## src/rtl/imem_loader.sv

```systemverilog
// imem_loader: copies a program image from backing storage into an
// instruction-memory partition, one word every two cycles (read, then write).
module imem_loader #(
    parameter int ADDR_W     = 32,
    parameter int DATA_W     = 32,
    parameter int IMEM_DEPTH = 1000,
    parameter int CNT_W      = 16
) (
    input  logic              clk,
    input  logic              reset,
    input  logic              start,
    input  logic [ADDR_W-1:0] src_base,
    input  logic [ADDR_W-1:0] dst_base,
    input  logic [CNT_W-1:0]  num_words,
    output logic              busy,
    output logic              done,
    output logic              err,
    output logic [CNT_W-1:0]  words_loaded,
    output logic              hd_re,
    output logic [ADDR_W-1:0] hd_addr,
    input  logic [DATA_W-1:0] hd_data,
    output logic              im_we,
    output logic [ADDR_W-1:0] im_addr,
    output logic [DATA_W-1:0] im_data
);

    typedef enum logic [2:0] {
        S_IDLE,
        S_REQ,
        S_WR,
        S_DONE,
        S_ERR
    } state_t;

    state_t              state_q, state_d;
    logic [ADDR_W-1:0]   src_q, src_d;
    logic [ADDR_W-1:0]   dst_q, dst_d;
    logic [CNT_W-1:0]    num_q, num_d;
    logic [CNT_W-1:0]    idx_q, idx_d;
    logic [CNT_W-1:0]    wl_q, wl_d;
    logic [ADDR_W-1:0]   hd_addr_q, hd_addr_d;
    logic [ADDR_W-1:0]   im_addr_q, im_addr_d;
    logic [DATA_W-1:0]   im_data_q, im_data_d;

    logic [ADDR_W-1:0]   rd_addr;
    logic [ADDR_W-1:0]   wr_addr;
    logic [CNT_W-1:0]    idx_inc;
    logic [ADDR_W:0]     end_sum;
    logic                out_of_range;

    // Address/index arithmetic shared by next-state and output logic
    always_comb begin
        rd_addr      = src_q + ADDR_W'(idx_q);
        wr_addr      = dst_q + ADDR_W'(idx_q);
        idx_inc      = idx_q + CNT_W'(1);
        // one extra bit so a destination near the top of the address space cannot wrap into range
        end_sum      = {1'b0, dst_base} + (ADDR_W+1)'(num_words);
        out_of_range = end_sum > (ADDR_W+1)'(IMEM_DEPTH);
    end

    // State and datapath registers
    always_ff @(posedge clk or negedge reset) begin
        if (!reset) begin
            state_q   <= S_IDLE;
            src_q     <= '0;
            dst_q     <= '0;
            num_q     <= '0;
            idx_q     <= '0;
            wl_q      <= '0;
            hd_addr_q <= '0;
            im_addr_q <= '0;
            im_data_q <= '0;
        end else begin
            state_q   <= state_d;
            src_q     <= src_d;
            dst_q     <= dst_d;
            num_q     <= num_d;
            idx_q     <= idx_d;
            wl_q      <= wl_d;
            hd_addr_q <= hd_addr_d;
            im_addr_q <= im_addr_d;
            im_data_q <= im_data_d;
        end
    end

    // Next-state and datapath update
    always_comb begin
        state_d   = state_q;
        src_d     = src_q;
        dst_d     = dst_q;
        num_d     = num_q;
        idx_d     = idx_q;
        wl_d      = wl_q;
        hd_addr_d = hd_addr_q;
        im_addr_d = im_addr_q;
        im_data_d = im_data_q;
        case (state_q)
            S_IDLE: begin
                if (start) begin
                    src_d = src_base;
                    dst_d = dst_base;
                    num_d = num_words;
                    idx_d = '0;
                    wl_d  = '0;
                    if (out_of_range) begin
                        state_d = S_ERR;
                    end else if (num_words == '0) begin
                        state_d = S_DONE;
                    end else begin
                        state_d = S_REQ;
                    end
                end
            end
            S_REQ: begin
                hd_addr_d = rd_addr;
                state_d   = S_WR;
            end
            S_WR: begin
                im_addr_d = wr_addr;
                im_data_d = hd_data;
                idx_d     = idx_inc;
                wl_d      = wl_q + CNT_W'(1);
                state_d   = (idx_inc == num_q) ? S_DONE : S_REQ;
            end
            S_DONE:  state_d = S_IDLE;
            S_ERR:   state_d = S_IDLE;
            default: state_d = S_IDLE;
        endcase
    end

    // Outputs decoded from the current state; addresses hold their last value when idle
    always_comb begin
        busy         = (state_q != S_IDLE);
        done         = (state_q == S_DONE);
        err          = (state_q == S_ERR);
        hd_re        = (state_q == S_REQ);
        im_we        = (state_q == S_WR);
        hd_addr      = hd_re ? rd_addr : hd_addr_q;
        im_addr      = im_we ? wr_addr : im_addr_q;
        im_data      = im_we ? hd_data : im_data_q;
        words_loaded = wl_q;
    end

endmodule

```

## config.mk

```make
export PLATFORM = sky130hd
export DESIGN_NAME = imem_loader
export DESIGN_NICKNAME = d
export VERILOG_FILES = /design/src/rtl/imem_loader.sv
export SDC_FILE = /design/constraint.sdc
export NUM_CORES = 1
export LEC_CHECK = 0
export CORE_MARGIN = 3
export CORE_UTILIZATION = 41
export CTS_BUF_LIST = sky130_fd_sc_hd__clkbuf_8
export CTS_CLUSTER_DIAMETER = 100
export CTS_CLUSTER_SIZE = 20
export DETAILED_ROUTE_END_ITERATION = 16
export PLACE_DENSITY_LB_ADDON = 0.2
export REMOVE_ABC_BUFFERS = 1
export SLEW_MARGIN = 20
export SYNTH_ARGS = -nofsm -noshare
export SYNTH_HDL_FRONTEND = slang
export SYNTH_SLANG_ARGS = --single-unit
```

## constraint.sdc

```tcl
create_clock -name clk -period 3.3 [get_ports clk]
set_input_delay 0.66 -clock clk [delete_from_list [all_inputs] [get_ports clk]]
set_output_delay 0.66 -clock clk [all_outputs]
set_load 0.01 [all_outputs]
```

==> impl_results.md <==
* Max_slew headroom at 0.5995
* TritonCTS Sinks at between 200 and 250
* Hold Path Class: input port to async pin
* Area of all placed cells without fillers at about 0.018 mm2
* Final setup slack of the worst path at -0.6557 ns
* Sum of overflow across all layers after global routing at 0
* Primary FF master, synth: sky130_fd_sc_hd__dfrtp_1
* Die extent in y at 176.3 um
* Share of async-settable or async-resettable flops after synthesis at 1.000
* Die outline area at 0.03109 mm2
* Pleak at 0.008484 uW
* Ant. Diodes at 0
* Maximum number of pins on one net before global-route repair at between 70 and 80
* Detail Route Antenna Nets at 0
* Crit. End Element: primary output
* IO Port Bufs at ~230
* Mean instance size in the synthesized netlist at 8.364 um2
* Max frequency at 252.8 MHz
* Worst-Skew Late Latency at 0.52 ns
* Syn Inst Count at 1422
* Setup CP Type: flop to primary output
* Buffers from clock root to sink, at most at 3
* Sequential fraction of the synthesis area at 0.4439
* DRC viols at 0
* Maximum fanout along the worst path at 3
* Critical path launch point type: flop
* Fill cells at 2387
* Maximum clock skew at final layout at 0.02645 ns
* Via count of the first global-routing pass at 11633
* Areal power density over the cells at just over 300 mW/mm2
* Flops & latches, synth at between 200 and 250
* Final estimated routing congestion in global placement at 0.9226
* Post-layout min period at 3.956 ns
* Share of layout cells above drive strength 1 at 0.2624
* Synthesis Warnings at 0
* Setup repair after global routing missed its margin: yes
* Root buffer cell: sky130_fd_sc_hd__clkbuf_8
* Failing checks: setup timing
* Hold-fix buffers at CTS at 0
* Peak VDD IR at 0.0001881 V
* Depth of the CTS H-tree at 1
* Clock-pin slew of the registers on the worst-case setup and hold paths at 0.13 ns
* Chip Width at 176.3 um
* Detailed Routing Iterations Pass 1 at 5
* Placement-stage worst setup slack at -0.6857 ns
* Summed instance area of the synthesized netlist at roughly 0.012 mm2
* Global-route wire length before repair at between 50 and 60 mm
* Maximum Capacitance Violations at 0
* Number of different library cells in the post-synthesis netlist at 68
* Critical path data required time at between 2 and 3 ns
* Antenna violations before repair at 1
* First DRT Iteration DRCs at 693
* Final count of negative-setup-slack endpoints at 50
* CP Data Arrival Time at roughly 3.3 ns
* Global routing usage summed across all routing layers at 0.2289
* Post-layout instance count excluding filler cells at 2291
* Net count, final at between 2000 and 2500
* Hold violation count in the final report at 0
* Via count at 11864
* Worst Tran Pin Value at 0.6007 ns
* Ratio of final minimum period to clock period at 1.199
* Number of max-slew violations in the final report at 0
* EDFF count, synth at 0
* Number of placed cells counting well taps at 2185
* Clock buffers created by TritonCTS at 14
* Number of cell rows at 61
* TritonCTS clock tree: done
* Standard cell area after detailed placement at 0.01616 mm2
* Biggest area consumer among synthesized cells: sky130_fd_sc_hd__dfrtp_1
* Total Routed Length at 37.54 mm
* Portion of synthesized cell area occupied by the leading cell type at 0.4439
* WL/cell at 16.39 um
* I/O pin count at approximately 230
* Post-detailed-route via-to-cell ratio at 5.179
* Run status: complete, but fails checks
* Initial standard-cell utilization of the core at 0.4223
* Floorplan Core Area at 0.02816 mm2
* Layout Area Growth over Synthesis at 48.31%
* Cell types with the largest area share after synthesis: sky130_fd_sc_hd__dfrtp_1 (44%), sky130_fd_sc_hd__nand2_1 (15%), sky130_fd_sc_hd__o21ai_0 (5.4%)
* Setup TNS at -21.97 ns
* Final HPWL DP at 26.27 mm
[kinds of logic after synthesis]
| family | count (synthesis) | synth area share |
|---|---|---|
| flops | 211 | 0.4439 |
| fa+ha+maj | 53 | 0.05765 |
| mux | 3 | 0.002525 |
| simple gates | 697 | 0.2532 |
| buf+inv | 86 | 0.02798 |
| compound gates | 282 | 0.1484 |
| xor+xnor | 90 | 0.06627 |
[area by class of cell]
| type | instances | area [um2] | share of cell area |
|---|---|---|---|
| clock buffer | 15 | 206.4 | 0.01170 |
| clock inverter | 1 | 11.26 | 0.0006384 |
| inverter | 26 | 100.1 | 0.005675 |
| multi-input combinational | 1126 | 6970 | 0.3952 |
| sequential | 211 | 5285 | 0.2996 |
| tap | 378 | 473.0 | 0.02681 |
| timing repair buffer | 534 | 4593 | 0.2604 |
[path summary, 6_finish.rpt]
kind,end,startpoint,slack (ns),cells past startpoint
setup reg to reg,im_addr_q[8]$_DFF_PN0_,idx_q[0]$_DFFE_PN0P_,0.14,20
hold reg to reg,im_addr_q[0]$_DFF_PN0_,im_addr_q[0]$_DFF_PN0_,0.48,2
setup / recovery,im_addr[28],idx_q[0]$_DFFE_PN0P_,-0.66,15
hold / removal,im_addr_q[2]$_DFF_PN0_,reset,0.13,1
min in group clk,im_addr_q[0]$_DFF_PN0_,im_addr_q[0]$_DFF_PN0_,0.48,2
max in group asynchronous,hd_addr_q[21]$_DFF_PN0_,reset,2.36,2
[critical path, cell delays in order (launching register included)]
cell and delay, ns:
sky130_fd_sc_hd__dfrtp_1 0.43, sky130_fd_sc_hd__ha_4 0.15, sky130_fd_sc_hd__inv_2 0.03, sky130_fd_sc_hd__fa_2 0.38
sky130_fd_sc_hd__nor2b_4 0.16, sky130_fd_sc_hd__o21ai_2 0.07, sky130_fd_sc_hd__a21boi_2 0.19, sky130_fd_sc_hd__o221ai_2 0.16
sky130_fd_sc_hd__buf_4 0.18, sky130_fd_sc_hd__a311oi_2 0.20, sky130_fd_sc_hd__buf_4 0.18, sky130_fd_sc_hd__buf_4 0.12
sky130_fd_sc_hd__o21ai_2 0.05, sky130_fd_sc_hd__xor2_1 0.14, sky130_fd_sc_hd__o21ai_1 0.16, sky130_fd_sc_hd__buf_2 0.16
[sequential cells by signal, indices dropped and copies added (netlist names)]
name,flops
dst_q,32
hd_addr_q,32
im_addr_q,32
im_data_q,32
src_q,32
idx_q,16
num_q,16
words_loaded,16
state_q,3
[cells in the mapped netlist (all sizes together) (4+ instances only)]
library cell / number
ha: 50
nor4: 11
a21o: 14
nand4: 18
xnor2: 58
clkbuf: 43
a311oi: 4
and4: 5
or2: 6
a21oi: 37
nand2b: 6
and2: 5
nor2: 63
nand3: 42
a2111oi: 5
nor3: 14
o2111ai: 4
inv: 26
o31ai: 13
o211ai: 7
a31oi: 8
nand2: 476
dfrtp: 211
nor2b: 11
buf: 17
xor2: 32
o221ai: 4
o21a: 12
and3: 22
a21boi: 5
a211oi: 8
o21bai: 6
nor3b: 7
or3: 4
o21ai: 135
[layer usage]
metal  track usage  part of all wire
met5             0           0.00027
met4       0.05873             0.024
met3       0.02538             0.051
met2        0.3928              0.49
met1        0.3099              0.43
[stage by stage]
step | utilization | power [uW] | hold slack, ns
final | 0.6263 | 5378 | 0.1278
after global routing | 0.6263 | 5685 | 0.1429
after CTS | 0.6070 | 5387 | 0.1353
after detailed placement | 0.5737 | 4076 | 0.4595
after global placement | 0.5737 | 4060 | 0.4532
after floorplan | - | 3420 | 0.3644
[where the power goes]
group          switching, uW  internal, uW
Combinational            631           645
Sequential               122          2730
Clock                    825           423
[layout by cell type (no fill, tap or decap), types with 30 or more instances in the layout]
master	instances
sky130_fd_sc_hd__clkdlybuf4s50_1	168
sky130_fd_sc_hd__dfrtp_1	207
sky130_fd_sc_hd__nor2_1	43
sky130_fd_sc_hd__buf_2	49
sky130_fd_sc_hd__buf_4	264
sky130_fd_sc_hd__xor2_1	30
sky130_fd_sc_hd__nand3_1	40
sky130_fd_sc_hd__o21ai_1	55
sky130_fd_sc_hd__o21ai_0	65
sky130_fd_sc_hd__xnor2_1	52
sky130_fd_sc_hd__buf_6	32
sky130_fd_sc_hd__ha_1	41
sky130_fd_sc_hd__nand2_1	474
[what timing repair did]
item / in CTS / in global routing
setup endpoints to repair: 94 / 98
buffers inserted: 67 / 40
pin swaps: 98 / 113
cloned: 0 / 3
resized for setup: 414 / 75
(Power assumes the default switching activity.)
